<file path="config.mk">
export PLATFORM = sky130hd
export DESIGN_NAME = hex_bus_arbiter_flat
export DESIGN_NICKNAME = d
export VERILOG_FILES = /design/src/rtl/hex_bus_arbiter_if.sv /design/src/rtl/hex_bus_arbiter.sv /design/src/flat_wrapper.sv
export SDC_FILE = /design/constraint.sdc
export NUM_CORES = 1
export LEC_CHECK = 0
export ABC_AREA = 0
export ABC_CLOCK_PERIOD_IN_PS = 3000
export BUFFER_PORTS_ARGS = -buffer_cell sky130_fd_sc_hd__buf_2
export CORE_MARGIN = 5
export CORE_UTILIZATION = 42
export DETAILED_ROUTE_END_ITERATION = 8
export HOLD_SLACK_MARGIN = 0.12
export PLACE_DENSITY = 0.77
export SETUP_SLACK_MARGIN = 0.3
export SYNTH_ARGS = -nofsm -noshare
export SYNTH_HDL_FRONTEND = slang
export SYNTH_SLANG_ARGS = --single-unit
</file>
<file path="constraint.sdc">
create_clock -name clk_i -period 3 [get_ports clk_i]
set_input_delay 0.15 -clock clk_i [delete_from_list [all_inputs] [get_ports clk_i]]
set_output_delay 0.15 -clock clk_i [all_outputs]
set_load 0.01 [all_outputs]
</file>
<file path="src/rtl/hex_bus_arbiter_if.sv">
// Write-port bundle between the bus requesters and the hex display arbiter.
// Requester lanes are packed; lane k uses the k-th slice of each vector.
interface hex_bus_arbiter_if #(
    parameter int N_REQ  = 2,
    parameter int ADDR_W = 32
);
    logic [N_REQ-1:0]        req_i;
    logic [N_REQ-1:0]        we_i;
    logic [N_REQ-1:0]        last_i;
    logic [N_REQ*ADDR_W-1:0] addr_i;
    logic [N_REQ*32-1:0]     wdata_i;
    logic [N_REQ*4-1:0]      be_i;
    logic [N_REQ-1:0]        gnt_o;
    logic [N_REQ-1:0]        ack_o;
    logic                    m_we_o;
    logic [ADDR_W-1:0]       m_addr_o;
    logic [31:0]             m_wdata_o;
    logic [3:0]              m_be_o;
    logic                    busy_o;
    logic [2:0]              owner_o;

    modport master (
        output req_i, we_i, last_i, addr_i, wdata_i, be_i,
        input  gnt_o, ack_o, m_we_o, m_addr_o, m_wdata_o, m_be_o, busy_o, owner_o
    );

    modport slave (
        input  req_i, we_i, last_i, addr_i, wdata_i, be_i,
        output gnt_o, ack_o, m_we_o, m_addr_o, m_wdata_o, m_be_o, busy_o, owner_o
    );
endinterface

</file>
<file path="src/rtl/hex_bus_arbiter.sv">
// Round-robin arbiter sharing the hex display write port between N_REQ requesters.
// Optional idle-owner watchdog: define HEX_BUS_ARBITER_WATCHDOG_EN (adds wd_evt_o).
module hex_bus_arbiter #(
    parameter int N_REQ     = 2,
    parameter int ADDR_W    = 32,
    parameter int MAX_BURST = 8,
    parameter int WD_CYCLES = 64
) (
    input  logic clk_i,
    input  logic rst_i,
`ifdef HEX_BUS_ARBITER_WATCHDOG_EN
    output logic wd_evt_o,
`endif
    hex_bus_arbiter_if.slave bus
);
    localparam int IDX_W  = (N_REQ > 1) ? $clog2(N_REQ) : 1;
    localparam int CNT_W  = $clog2(MAX_BURST + 1);
    localparam int IDLE_W = $clog2(WD_CYCLES + 1);

    if (N_REQ < 2 || N_REQ > 8 || MAX_BURST < 1 || WD_CYCLES < 1) begin : g_bad_param
        $error("hex_bus_arbiter: parameter out of range");
    end

    typedef enum logic {IDLE, OWN} state_t;

    state_t             state_q, state_d;
    logic [IDX_W-1:0]   own_q, own_d, ptr_q, ptr_d, win;
    logic [CNT_W-1:0]   cnt_q, cnt_d;
    logic [IDLE_W-1:0]  idle_q, idle_d;
    logic               any_req, accept, release_now, wd_hit;

    logic [N_REQ-1:0]   gnt_q, gnt_d, ack_q, ack_d;
    logic               m_we_q, m_we_d, busy_q, busy_d, wd_evt_q, wd_evt_d;
    logic [ADDR_W-1:0]  m_addr_q, m_addr_d;
    logic [31:0]        m_wdata_q, m_wdata_d;
    logic [3:0]         m_be_q, m_be_d;

    // First requester strictly after the pointer, wrapping around.
    always_comb begin
        logic [IDX_W-1:0] idx;
        win     = ptr_q;
        any_req = 1'b0;
        for (int i = 1; i <= N_REQ; i++) begin
            idx = IDX_W'((int'(ptr_q) + i) % N_REQ);
            if (!any_req && bus.req_i[idx]) begin
                any_req = 1'b1;
                win     = idx;
            end
        end
    end

    assign accept = (state_q == OWN) && bus.req_i[own_q] && bus.we_i[own_q];

`ifdef HEX_BUS_ARBITER_WATCHDOG_EN
    assign wd_hit = (state_q == OWN) && bus.req_i[own_q] && !accept
                    && (idle_q == IDLE_W'(WD_CYCLES - 1));
`else
    assign wd_hit = 1'b0;
`endif

    assign release_now = (state_q == OWN) &&
                         ((accept && bus.last_i[own_q]) ||
                          (accept && (cnt_q == CNT_W'(MAX_BURST - 1))) ||
                          !bus.req_i[own_q] || wd_hit);

    // State register: every flop, including the registered outputs.
    always_ff @(posedge clk_i or posedge rst_i) begin
        if (rst_i) begin
            state_q   <= IDLE;
            own_q     <= '0;
            ptr_q     <= IDX_W'(N_REQ - 1);
            cnt_q     <= '0;
            idle_q    <= '0;
            gnt_q     <= '0;
            ack_q     <= '0;
            m_we_q    <= 1'b0;
            m_addr_q  <= '0;
            m_wdata_q <= '0;
            m_be_q    <= '0;
            busy_q    <= 1'b0;
            wd_evt_q  <= 1'b0;
        end else begin
            state_q   <= state_d;
            own_q     <= own_d;
            ptr_q     <= ptr_d;
            cnt_q     <= cnt_d;
            idle_q    <= idle_d;
            gnt_q     <= gnt_d;
            ack_q     <= ack_d;
            m_we_q    <= m_we_d;
            m_addr_q  <= m_addr_d;
            m_wdata_q <= m_wdata_d;
            m_be_q    <= m_be_d;
            busy_q    <= busy_d;
            wd_evt_q  <= wd_evt_d;
        end
    end

    // Next-state logic; the pointer moves only on release, never while arbitrating.
    always_comb begin
        // NOTE: every target gets a default up front so no path infers a latch.
        state_d = state_q;
        own_d   = own_q;
        ptr_d   = ptr_q;
        cnt_d   = cnt_q;
        idle_d  = idle_q;
        unique case (state_q)
            IDLE: begin
                if (any_req) begin
                    state_d = OWN;
                    own_d   = win;
                    cnt_d   = '0;
                    idle_d  = '0;
                end
            end
            OWN: begin
                if (accept) begin
                    cnt_d  = cnt_q + 1'b1;
                    idle_d = '0;
                end else if (bus.req_i[own_q]) begin
                    idle_d = idle_q + 1'b1;
                end
                if (release_now) begin
                    state_d = IDLE;
                    ptr_d   = own_q;
                end
            end
            default: state_d = IDLE;
        endcase
    end

    // Output logic feeding the output registers; data lanes hold when idle.
    always_comb begin
        gnt_d     = '0;
        busy_d    = 1'b0;
        ack_d     = '0;
        m_we_d    = accept;
        m_addr_d  = m_addr_q;
        m_wdata_d = m_wdata_q;
        m_be_d    = m_be_q;
        wd_evt_d  = wd_hit;
        if (state_d == OWN) begin
            gnt_d[own_d] = 1'b1;
            busy_d       = 1'b1;
        end
        if (accept) begin
            ack_d[own_q] = 1'b1;
            m_addr_d     = bus.addr_i[own_q*ADDR_W +: ADDR_W];
            m_wdata_d    = bus.wdata_i[own_q*32 +: 32];
            m_be_d       = bus.be_i[own_q*4 +: 4];
        end
    end

    assign bus.gnt_o     = gnt_q;
    assign bus.ack_o     = ack_q;
    assign bus.m_we_o    = m_we_q;
    assign bus.m_addr_o  = m_addr_q;
    assign bus.m_wdata_o = m_wdata_q;
    assign bus.m_be_o    = m_be_q;
    assign bus.busy_o    = busy_q;
    assign bus.owner_o   = 3'(own_q);
`ifdef HEX_BUS_ARBITER_WATCHDOG_EN
    assign wd_evt_o      = wd_evt_q;
`endif
endmodule

</file>
<file path="src/flat_wrapper.sv">
// flat-port wrapper written by rule: the top's interface ports become plain ports
module hex_bus_arbiter_flat 
#(
    parameter int N_REQ     = 2,
    parameter int ADDR_W    = 32,
    parameter int MAX_BURST = 8,
    parameter int WD_CYCLES = 64
)
  (clk_i, rst_i, bus_req_i, bus_we_i, bus_last_i, bus_addr_i, bus_wdata_i, bus_be_i, bus_gnt_o, bus_ack_o, bus_m_we_o, bus_m_addr_o, bus_m_wdata_o, bus_m_be_o, bus_busy_o, bus_owner_o);
  hex_bus_arbiter_if #(.N_REQ(N_REQ), .ADDR_W(ADDR_W)) bus_i ();
  input  logic clk_i;
  input  logic rst_i;
  input wire logic [$bits(bus_i.req_i)-1:0] bus_req_i;
  input wire logic [$bits(bus_i.we_i)-1:0] bus_we_i;
  input wire logic [$bits(bus_i.last_i)-1:0] bus_last_i;
  input wire logic [$bits(bus_i.addr_i)-1:0] bus_addr_i;
  input wire logic [$bits(bus_i.wdata_i)-1:0] bus_wdata_i;
  input wire logic [$bits(bus_i.be_i)-1:0] bus_be_i;
  output wire logic [$bits(bus_i.gnt_o)-1:0] bus_gnt_o;
  output wire logic [$bits(bus_i.ack_o)-1:0] bus_ack_o;
  output wire logic [$bits(bus_i.m_we_o)-1:0] bus_m_we_o;
  output wire logic [$bits(bus_i.m_addr_o)-1:0] bus_m_addr_o;
  output wire logic [$bits(bus_i.m_wdata_o)-1:0] bus_m_wdata_o;
  output wire logic [$bits(bus_i.m_be_o)-1:0] bus_m_be_o;
  output wire logic [$bits(bus_i.busy_o)-1:0] bus_busy_o;
  output wire logic [$bits(bus_i.owner_o)-1:0] bus_owner_o;
  assign bus_i.req_i = bus_req_i;
  assign bus_i.we_i = bus_we_i;
  assign bus_i.last_i = bus_last_i;
  assign bus_i.addr_i = bus_addr_i;
  assign bus_i.wdata_i = bus_wdata_i;
  assign bus_i.be_i = bus_be_i;
  assign bus_gnt_o = bus_i.gnt_o;
  assign bus_ack_o = bus_i.ack_o;
  assign bus_m_we_o = bus_i.m_we_o;
  assign bus_m_addr_o = bus_i.m_addr_o;
  assign bus_m_wdata_o = bus_i.m_wdata_o;
  assign bus_m_be_o = bus_i.m_be_o;
  assign bus_busy_o = bus_i.busy_o;
  assign bus_owner_o = bus_i.owner_o;
  hex_bus_arbiter #(.N_REQ(N_REQ), .ADDR_W(ADDR_W), .MAX_BURST(MAX_BURST), .WD_CYCLES(WD_CYCLES)) u_core (.clk_i(clk_i), .rst_i(rst_i), .bus(bus_i));
endmodule
</file>
==> reports/qor.yml, run 1 <==
start_util: 0.432
yosys_warnings: 0
synth_top_family_by_area: "compound AO/OA/AOI/OAI gates"
mappedNetlistArea_um2: 3360
rows: 32
synth_seq_cells: 80
ys_types: 32
die_x_um: 99.4
post_cts_resized: 0
post_cts_buffers: 0
gp_congestion: 0.798
synth-simple-area-share: 0.0335
dpl_cell_area_um2: 4500
yosysSeqAreaShare: 0.597
chipHeight_um: 99.4
io_buffer_count: 218
pre_cts_slack_ps: 1180
max-clock-path-buffers: 2
post-place-cells: 585
synth.area.mux_share: 0.00671
yosys.area_share.xor_xnor: 0
yosys-top-cells-area: "dfrtp_1 59%, a222oi_1 20%, inv_1 7.9%"
yosysTopAreaCell: "dfrtp_1"
htree_levels: 3
holdBufCountCts: 122
synthAdderAreaFrac: 0.00373
stop_stage: "4_1_cts"
root_buffer: "clkbuf_8"
io_pins: 221
hpwl_um: 7500
outcome: "stopped before the end"
yosysTopAreaCellShare: 0.589
syn_inst: 287
numCtsBuffers: 9
stop_error: "[ERROR RSZ-0060] Max buffer count reached."
syn_area_per_cell_um2: 11.7
synth_compound_area_frac: 0.231
clkSinkCount: 80
==> metrics by stage <==
stage               hold WS [ps]  utilization
detailed placement           370        0.579
global placement             360        0.579
floorplan                    275            -
==> Yosys cell counts <==
cell / count
o21ai_2: 1
and3b_1: 2
o22ai_1: 1
or3_1: 1
o21ai_0: 3
nor2_1: 5
inv_1: 71
and3_1: 1
dfrtp_1: 79
a32oi_1: 1
o21bai_1: 1
ha_1: 1
a222oi_1: 68
nand3_1: 3
nand2_1: 3
a21oi_1: 3
buf_6: 4
and4_1: 1
mux2_2: 2
clkbuf_1: 13
conb_1: 1
dfstp_2: 1
a31o_2: 1
inv_2: 1
and4b_1: 1
o21ai_1: 2
a31oi_1: 1
o221ai_1: 1
and2_1: 2
buf_2: 8
nand2b_1: 1
buf_4: 3
==> kinds of logic after synthesis <==
kind of cell,count (synthesis)
fa+ha+maj,1
mux,2
other cells,1
flops,80
compound gates,83
simple gates,20
buf+inv,100
==> run 2, diff against run 1 <==
--- a/config.mk
+++ b/config.mk
@@ -9,11 +9,9 @@
 export ABC_CLOCK_PERIOD_IN_PS = 3000
 export BUFFER_PORTS_ARGS = -buffer_cell sky130_fd_sc_hd__buf_2
 export CORE_MARGIN = 5
-export CORE_UTILIZATION = 42
+export CORE_UTILIZATION = 40
 export DETAILED_ROUTE_END_ITERATION = 8
-export HOLD_SLACK_MARGIN = 0.12
-export PLACE_DENSITY = 0.77
-export SETUP_SLACK_MARGIN = 0.3
+export PLACE_DENSITY_LB_ADDON = 0.15
 export SYNTH_ARGS = -nofsm -noshare
 export SYNTH_HDL_FRONTEND = slang
 export SYNTH_SLANG_ARGS = --single-unit
==> run 2 against run 1 <==
Compared with the run above:
- the flow now finishes without violations
- synthesized area is the same
- synthesized cell count is the same
==> reports/qor.yml, run 2 <==
outcome: "complete, no violations"
syn_inst: 287  # unchanged
hold_class: "input port to register"
die_x_um: 102  # +2.2%
hold_viol_final: 0
chipHeight_um: 102  # +2.2%
via_count: 3227
setup_ws_ps: 1100
track_usage: 0.188
htree_levels: 3  # unchanged
clkSinkCount: 80  # unchanged
skew_ps: 11.0
synth_edf_count: 0  # unchanged
start_util: 0.409  # -0.0236
setup_violations: 0
numCtsBuffers: 9  # unchanged
io_pins: 221  # unchanged
ff_latch_area_um2: 2000
gp_congestion: 0.829  # +3.8%
slew_headroom: 0.483
mappedNetlistArea_um2: 3360  # unchanged
syn_area_per_cell_um2: 11.7  # unchanged
antenna_found_initial: 0
drc: 0
areaGrowthSynthToFinish_pct: 40.4
viasPerCell: 5.33
antenna_cells: 0
layout_common_cells: "218 x buf_2, 79 x dfrtp_1, 70 x inv_1"
yosys_warnings: 0  # unchanged
yosysTopAreaCellShare: 0.589  # unchanged
fin_tns_setup_ps: 0
ir_drop_mv: 0.404
rsz0062_at_grt: "no"
antenna_left: 0
max_freq_ghz: 0.526
tightest_slew_ps: 774
root_buffer: "clkbuf_8"
max-clock-path-buffers: 2  # unchanged
min_period_ps: 1900
ys_types: 32  # unchanged
worstSetupEndpointType: "register"
grt_max_degree: 48
post-route-period-util: 0.634
p_leak_uw: 0.00283
rows: 33  # +3.1%
clk_pin_slew_ps: 80
io_buffer_count: 218  # unchanged
final.fill_count: 755
post_cts_resized: 0  # unchanged
insertion_delay_ps: 340
netlist_top_cells_count: "79 x dfrtp_1, 71 x inv_1, 68 x a222oi_1, 13 x clkbuf_1, 8 x buf_2"
powerDensity_nw_per_um2: 925
drive_gt1_frac: 0.495
yosysTopAreaCell: "dfrtp_1"
worstPathMaxFanout: 28
yosysSeqAreaShare: 0.597  # unchanged
multi_input_area_um2: 941
grt_pass1_wl_um: 15300
synth_seq_cells: 80  # unchanged
drt-pass1-iter-count: 7
overflow: 0
synth_top_flop_cell: "dfrtp_1"
core-area_um2: 8220
drt_wl_total_um: 10200
synth_most_common_cell: "dfrtp_1"
cts_tree: "built"
yosys-top-cells-area: "dfrtp_1 59%, a222oi_1 20%, inv_1 7.9%"
worst_ep_required_time_ps: 3220
wl_per_cell_um: 16.8
layout_commonest_cell: "buf_2"
drv_cap: 0
critical_path_class: "register to register"
first_global_vias: 3277
nets: 642
async_flop_share: 1.00  # unchanged
pre_cts_slack_ps: 1130  # -47.1 ps
die-area_um2: 10300
hpwl_um: 7770  # +3.6%
drt_iter0_markers: 294
slew_viol_final: 0
arrival_ps: 2130
startpoint_type: "register"
-- run 2: where the power goes --
| part | leakage (uW) | internal, uW | switching, uW |
|---|---|---|---|
| Sequential | 0.00101 | 1560 | 293 |
| Clock | 0.0000989 | 399 | 353 |
| Combinational | 0.00173 | 826 | 931 |
| Total | 0.00283 | 2780 | 1580 |
-- run 2: final timing paths --
kind                                         start                  endpoint  slack [ps]  depth (start not counted)
min in group asynchronous                    rst_i       u_core.bus.gnt_o[1]         460                          3
hold reg to reg            u_core.bus.m_wdata_o[5]   u_core.bus.m_wdata_o[5]         490                          2
hold / removal                      bus_addr_i[36]    u_core.bus.m_addr_o[4]          20                          3
setup reg to reg                      u_core.own_q           u_core.cnt_q[2]        1100                          6
max in group asynchronous                    rst_i  u_core.bus.m_wdata_o[16]        1800                          4
setup / recovery                      u_core.own_q           u_core.cnt_q[2]        1100                          6
-- run 2: timing repair --
item,in CTS,in global routing
setup buffers,0,0
endpoints found under the hold margin,44,0
hold buffers,1,0
-- run 2: worst max-delay path: stages (launching register included) --
cell and delay [ps]:
dfrtp_1 500, and3b_1 270, o21ai_4 360, buf_4 370, inv_2 80, a21oi_1 150
nor2_1 60
-- run 2: cell families after synthesis --
group	share of synthesized area
buf+inv	0.127
compound gates	0.231
flops	0.597
simple gates	0.0335
mux	0.00671
fa+ha+maj	0.00373
other cells	0.00112
-- run 2: per-layer routing --
layer,wire length (um),GRT usage
met1,4040,0.240
met2,4790,0.306
met3,1140,0.0441
met5,0,0
met4,196,0.0828
-- run 2: stage by stage --
| stage | instance area (um^2) | hold slack, ps | power [uW] | util | cells |
|---|---|---|---|---|---|
| CTS | 4710 | 1.03 | 4410 | 0.573 | 606 |
| detailed placement | 4520 | 320 | 3640 | 0.550 | 590 |
| global placement | 4520 | 312 | 3600 | 0.550 | 590 |
| finish | 4710 | 20.2 | 4360 | 0.573 | 606 |
| floorplan | 3360 | 275 | 2880 | - | 288 |
| global route | 4710 | 10.6 | 4670 | 0.573 | 606 |
-- run 2: layout make-up --
type / instances / area share
clock buffers: 11 / 0.0300
clock inverters: 4 / 0.00956
inverters: 72 / 0.0576
multi-input cells: 108 / 0.200
flip-flops and latches: 80 / 0.425
well taps: 105 / 0.0279
repair buffers: 226 / 0.250
No activity file was read; power rests on OpenSTA's default activity.
